### src/rtl/stim_gen_pkg.sv
// Shared types, opcode constants and the xorshift32 step for the RV32I stimulus generator.
package stim_gen_pkg;

    localparam logic [6:0]  OPC_OPIMM = 7'b0010011;
    localparam logic [6:0]  OPC_LOAD  = 7'b0000011;
    localparam logic [6:0]  OPC_OP    = 7'b0110011;
    localparam logic [6:0]  OPC_STORE = 7'b0100011;
    localparam logic [31:0] RV_NOP    = 32'h00000013;

    typedef enum logic [1:0] {
        CLS_OPIMM = 2'd0,
        CLS_LOAD  = 2'd1,
        CLS_OP    = 2'd2,
        CLS_STORE = 2'd3
    } cls_e;

    typedef enum logic [1:0] {
        ST_WARMUP = 2'd0,
        ST_RUN    = 2'd1,
        ST_DONE   = 2'd2
    } st_e;

    function automatic logic [31:0] xorshift32(input logic [31:0] x);
        logic [31:0] y;
        y = x ^ (x << 13);
        y = y ^ (y >> 17);
        y = y ^ (y << 5);
        return y;
    endfunction

endpackage

### src/rtl/rv32_instr_encode.sv
// Combinational encoder: one xorshift word plus the class enables -> one legal RV32I instruction.
// With STIM_REG_WINDOW_EN defined, register fields are confined to 0..REG_WINDOW-1.
module rv32_instr_encode
    import stim_gen_pkg::*;
#(
    parameter logic [2:0]  LOAD_F3_MASK   = 3'b100,
    parameter logic [11:0] LOAD_IMM_MASK  = 12'h03C,
    parameter logic [11:0] STORE_IMM_MASK = 12'h03C,
    parameter int          REG_WINDOW     = 4
) (
    input  logic [31:0] r,
    input  logic [3:0]  class_en,
    output logic [31:0] word
);

`ifdef STIM_REG_WINDOW_EN
    localparam logic [4:0] REG_MASK = 5'(REG_WINDOW - 1);
`else
    // Full register range; the window term is absorbed by the all-ones mask.
    localparam logic [4:0] REG_MASK = 5'h1F | 5'(REG_WINDOW - 1);
`endif

    logic [2:0]  f3;
    logic [4:0]  rd;
    logic [4:0]  rs1;
    logic [4:0]  rs2;
    logic [11:0] imm;
    logic [11:0] opimm_imm;
    logic [11:0] st_imm;
    logic [6:0]  f7;
    logic [2:0]  sf3;
    logic [1:0]  cand [4];
    logic [3:0]  avail;
    cls_e        sel;

    assign f3  = r[4:2];
    assign rs1 = r[14:10] & REG_MASK;
    assign rs2 = r[19:15] & REG_MASK;
    assign imm = r[31:20];

    // Candidate k is the class k steps above the drawn one (mod 4).
    for (genvar gi = 0; gi < 4; gi++) begin : g_cand
        assign cand[gi]  = r[1:0] + 2'(gi);
        assign avail[gi] = class_en[cand[gi]];
    end

    always_comb begin
        sel = cls_e'(cand[0]);
        for (int k = 3; k >= 0; k--) begin
            if (avail[k]) begin
                sel = cls_e'(cand[k]);
            end
        end
    end

    always_comb begin
        rd = r[9:5] & REG_MASK;
`ifdef STIM_REG_WINDOW_EN
        if (sel != CLS_STORE && rd == 5'd0) begin
            rd = 5'd1;
        end
`endif
        opimm_imm = imm;
        if (f3 == 3'd1) begin
            opimm_imm = imm & 12'h01F;
        end else if (f3 == 3'd5) begin
            opimm_imm = imm & 12'h41F;
        end
        f7     = (f3 == 3'd0 || f3 == 3'd5) ? {1'b0, imm[10], 5'b0} : 7'b0;
        sf3    = (f3[1:0] == 2'd3) ? 3'b010 : {1'b0, f3[1:0]};
        st_imm = imm & STORE_IMM_MASK;

        case (sel)
            CLS_OPIMM: word = {opimm_imm, rs1, f3, rd, OPC_OPIMM};
            CLS_LOAD:  word = {imm & LOAD_IMM_MASK, rs1, f3 & LOAD_F3_MASK, rd, OPC_LOAD};
            CLS_OP:    word = {f7, rs2, rs1, f3, rd, OPC_OP};
            default:   word = {st_imm[11:5], rs2, rs1, sf3, st_imm[4:0], OPC_STORE};
        endcase

        if (class_en == 4'b0000) begin
            word = RV_NOP;
        end
    end

endmodule

### src/rtl/rv32_instr_stim_gen.sv
// Seeded, stall-independent RV32I instruction source on a valid/ready stream.
// Optional register windowing is enabled by defining STIM_REG_WINDOW_EN.
module rv32_instr_stim_gen
    import stim_gen_pkg::*;
#(
    parameter logic [31:0] SEED           = 32'h1,
    parameter int          NOP_WARMUP     = 3,
    parameter int          NUM_INSTR      = 100,
    parameter logic [2:0]  LOAD_F3_MASK   = 3'b100,
    parameter logic [11:0] LOAD_IMM_MASK  = 12'h03C,
    parameter logic [11:0] STORE_IMM_MASK = 12'h03C,
    parameter int          REG_WINDOW     = 4
) (
    input  logic        clk,
    input  logic        reset,
    input  logic [3:0]  class_en,
    output logic        out_valid,
    input  logic        out_ready,
    output logic [31:0] out_data,
    output logic [31:0] out_count,
    output logic        done
);

    localparam logic [31:0] SEED_EFF  = (SEED == 32'd0) ? 32'h1 : SEED;
    localparam st_e         ST_INIT   = (NOP_WARMUP == 0) ? ST_RUN : ST_WARMUP;
    localparam logic [31:0] WARM_LAST = 32'(NOP_WARMUP - 1);
    localparam logic [31:0] LIMIT     = 32'(NUM_INSTR);

    st_e         state_reg, state_next;
    logic [31:0] lfsr_reg, lfsr_next;
    logic [31:0] count_reg, count_next;
    logic [31:0] warm_reg, warm_next;
    logic [31:0] r;
    logic [31:0] enc_word;

    // The word on offer is derived from the current lfsr, so it holds while stalled.
    assign r = xorshift32(lfsr_reg);

    rv32_instr_encode #(
        .LOAD_F3_MASK   (LOAD_F3_MASK),
        .LOAD_IMM_MASK  (LOAD_IMM_MASK),
        .STORE_IMM_MASK (STORE_IMM_MASK),
        .REG_WINDOW     (REG_WINDOW)
    ) u_encode (
        .r        (r),
        .class_en (class_en),
        .word     (enc_word)
    );

    always_ff @(posedge clk) begin
        if (reset) begin
            state_reg <= ST_INIT;
            lfsr_reg  <= SEED_EFF;
            count_reg <= 32'd0;
            warm_reg  <= 32'd0;
        end else begin
            state_reg <= state_next;
            lfsr_reg  <= lfsr_next;
            count_reg <= count_next;
            warm_reg  <= warm_next;
        end
    end

    always_comb begin
        state_next = state_reg;
        lfsr_next  = lfsr_reg;
        count_next = count_reg;
        warm_next  = warm_reg;
        out_valid  = 1'b1;
        out_data   = RV_NOP;
        done       = 1'b0;

        if (!reset) begin
            case (state_reg)
                ST_WARMUP: begin
                    if (out_ready) begin
                        if (warm_reg == WARM_LAST) begin
                            state_next = ST_RUN;
                        end else begin
                            warm_next = warm_reg + 32'd1;
                        end
                    end
                end
                ST_RUN: begin
                    out_data = enc_word;
                    if (out_ready) begin
                        lfsr_next  = r;
                        count_next = count_reg + 32'd1;
                        if (NUM_INSTR != 0 && count_next == LIMIT) begin
                            state_next = ST_DONE;
                        end
                    end
                end
                ST_DONE: begin
                    out_valid = 1'b0;
                    done      = 1'b1;
                end
                default: begin
                    state_next = ST_WARMUP;
                end
            endcase
        end
    end

    assign out_count = count_reg;

endmodule

### config.mk
export PLATFORM = sky130hd
export DESIGN_NAME = rv32_instr_stim_gen
export DESIGN_NICKNAME = d
export VERILOG_FILES = /design/src/rtl/stim_gen_pkg.sv /design/src/rtl/rv32_instr_encode.sv /design/src/rtl/rv32_instr_stim_gen.sv
export SDC_FILE = /design/constraint.sdc
export NUM_CORES = 1
export LEC_CHECK = 0
export CAP_MARGIN = 20
export CORE_MARGIN = 1.5
export CORE_UTILIZATION = 55
export CTS_CLUSTER_SIZE = 14
export DETAILED_ROUTE_END_ITERATION = 10
export PLACE_DENSITY = 0.79
export SLEW_MARGIN = 20
export SYNTH_ARGS = -nofsm -noshare
export SYNTH_HDL_FRONTEND = slang
export SYNTH_HIERARCHICAL = 1
export SYNTH_SLANG_ARGS = --single-unit
### constraint.sdc
create_clock -name clk -period 2.89 [get_ports clk]
set_input_delay 0.289 -clock clk [delete_from_list [all_inputs] [get_ports clk]]
set_output_delay 0.289 -clock clk [all_outputs]
set_load 0.01 [all_outputs]
==> flow_summary.ini <==
[yosys]
synthCells = 760
synth.area.top_cells = dfxtp_1 32%, xnor2_1 11%, xor2_1 8.4%, nor2_1 7.1%, and2_1 4.8%
syn_area_mm2 = 0.006050
ys_seq_area_frac = 0.3243
yosysWarnings = 6
netlist-cell-type-count = 71
synth_seq_cells = 98
syn_avg_cell_area_um2 = 7.960
yosysTopAreaCell = dfxtp_1
synth_flop_cell = dfxtp_1
synth_top_area_frac = 0.3243
synth_edf_count = 0
synthArstFlopShare = 0

[routing]
drc_errors = 0
ant_nets = 0
firstDrtPassIters = 5
wire_per_inst_um = 14.87
wl_um = 14380
vias = 5444
drtIter0Drc = 352
routed_via_density = 5.630

[global_routing]
antenna_found_initial = 0
grt_max_degree = 74
overflow = 0
grt_pass1_vias = 5035
grt_use_total = 0.2493
grt_pass1_wl_um = 23470

[sta]
fmax_mhz = 356.7
fin_ws_ps = 86.38
slew_headroom = 0.5126
tightestPinTransition_ps = 731.2
period_needed_ps = 2804
finalSetupViolations = 0
clock_skew_ps = 17.05
period_share = 0.9701
hold_viol_final = 0
final-max-slew-violation-count = 0
timing.hold.ws_ps = 367.9

[critical_path]
critPathLaunchType = flop
crit_required_ps = 2600
worst-path-max-fanout = 3
worstPathCellList = xnor2_4 > xnor2_2 > buf_4 > buf_4 > o22ai_2 > a222oi_1 > buf_4 > buf_4 > o22ai_1 > and2_1 > clkdlybuf4s15_1
cpPeakStageDelay_ps = 380
r2r-end = out_count[30]
critPathBufInv = 5
path_class = flop to output port
cp_top_family = buffers and inverters
reg2reg_depth = 7
critPathCaptureType = output port
crit_top_cell = buf_4
worstReg2RegStart = out_count[0]
r2r_slack_ps = 250
crit_arrival_ps = 2510
critPathSlowestCell = dfxtp_4

[placement]
io_buffers = 67
gp_congestion = 0.8537
dp_hpwl_um = 10050
dp_slack_ps = -10.20

[hold_path]
worstHoldEndpoint = out_count[3]
whs_path_depth = 2
holdCritPathClass = input pin to flop
worstHoldStart = reset

[power]
power.density_mw_per_mm2 = 385.0
vdd_drop_max_uv = 226.7
p_leak_nw = 2.780

[floorplan]
die_h_um = 107.9
core-area_mm2 = 0.01079
initial_core_util = 0.5605
fp.dieW_um = 107.9
io_pins = 73
rows = 38
fp.dieArea_mm2 = 0.01164

[clocking]
clkSinkCount = 98
cts-root-buf = clkbuf_8
cts_tree = done
cts-buffers-inserted = 9
clk_pin_slew_ps = 100
hold_buffers = 0
cts-htree-levels = 3
clk_path_buf_depth = 2
clk_latency_ps = 370

[layout]
layout_commonest_cell = nor2_1
finalNetCount = 834
fill_cells = 876
mostFrequentLayoutCells = 115 x nor2_1, 94 x dfxtp_1, 67 x xnor2_1
final_layout_size_suffix_gt1_frac = 0.1100
antenna_cells = 0
area_growth_pct = 19.13
final_util = 0.6677

[status]
status = finished clean

[flow_run]
max_cap_viol_count = 0
## worst max-delay path by stage
stage	startpoint	endpoint	slack, ps	cells after the start
finish	lfsr_reg[18]	out_data[12]	90	11
global route	lfsr_reg[18]	out_data[25]	-10	10
CTS	lfsr_reg[4]	out_data[20]	3	9
detailed placement	lfsr_reg[18]	out_data[30]	-10	9
global placement	class_en[1]	out_data[30]	60	8
floorplan	lfsr_reg[5]	out_data[25]	560	7
## where the power goes
group,internal [mW],switching [mW]
combinational,0.251,0.302
clock,0.356,0.455
sequential,1.38,0.0326
total,1.98,0.790
## cell usage after synthesis, drive strengths merged (19+ instances only)
cell,instances
clkbuf,27
nand4,19
xnor2,73
and2,47
xor2,58
nor2,115
nand3,22
a21oi,29
buf,22
nor3,34
dfxtp,98
nand2,65
## kinds of logic after synthesis
group	count (synthesis)	share of synthesized area
flip-flops	98	0.3243
XOR/XNOR	131	0.1897
buffers and inverters	61	0.04984
adder cells (fa/ha/maj)	4	0.008273
other	2	0.001241
AND/OR/NAND/NOR	376	0.3249
multiplexers	7	0.01158
AO/OA/AOI/OAI	81	0.09018
## cell type report
type	count	area (um^2)	area share
timing repair buffer	98	910.9	0.1264
inverter	12	45.04	0.006250
clock buffer	13	158.9	0.02205
multi-input combinational	604	3935	0.5460
tap	140	175.2	0.02431
sequential	98	1969	0.2733
clock inverter	2	12.51	0.001736
## routing by layer
layer	up-vias	track usage	routed length (um)
li1	2678	-	-
met1	2573	0.3162	6328
met2	168	0.4231	7013
met3	25	0.04540	748
met4	0	0.08835	293
met5	-	0	0
## what timing repair did
| action | in CTS | in global routing |
|---|---|---|
| setup buffers | 10 | 2 |
| endpoints found under the setup margin | 22 | 13 |
| gates resized for setup | 35 | 21 |
| endpoints found under the hold margin | 0 | 0 |
| pin swaps | 3 | 6 |
## stage by stage
stage               cell area, um^2  setup TNS, ps  cells  total power, mW
floorplan                      6061              0    763            1.804
global placement               6805              0    940            1.917
detailed placement             6805         -10.20    940            1.932
CTS                            7133              0    965            2.774
global route                   7207         -21.93    967            2.916
finish                         7207              0    967            2.775
(Power assumes the default switching activity.)
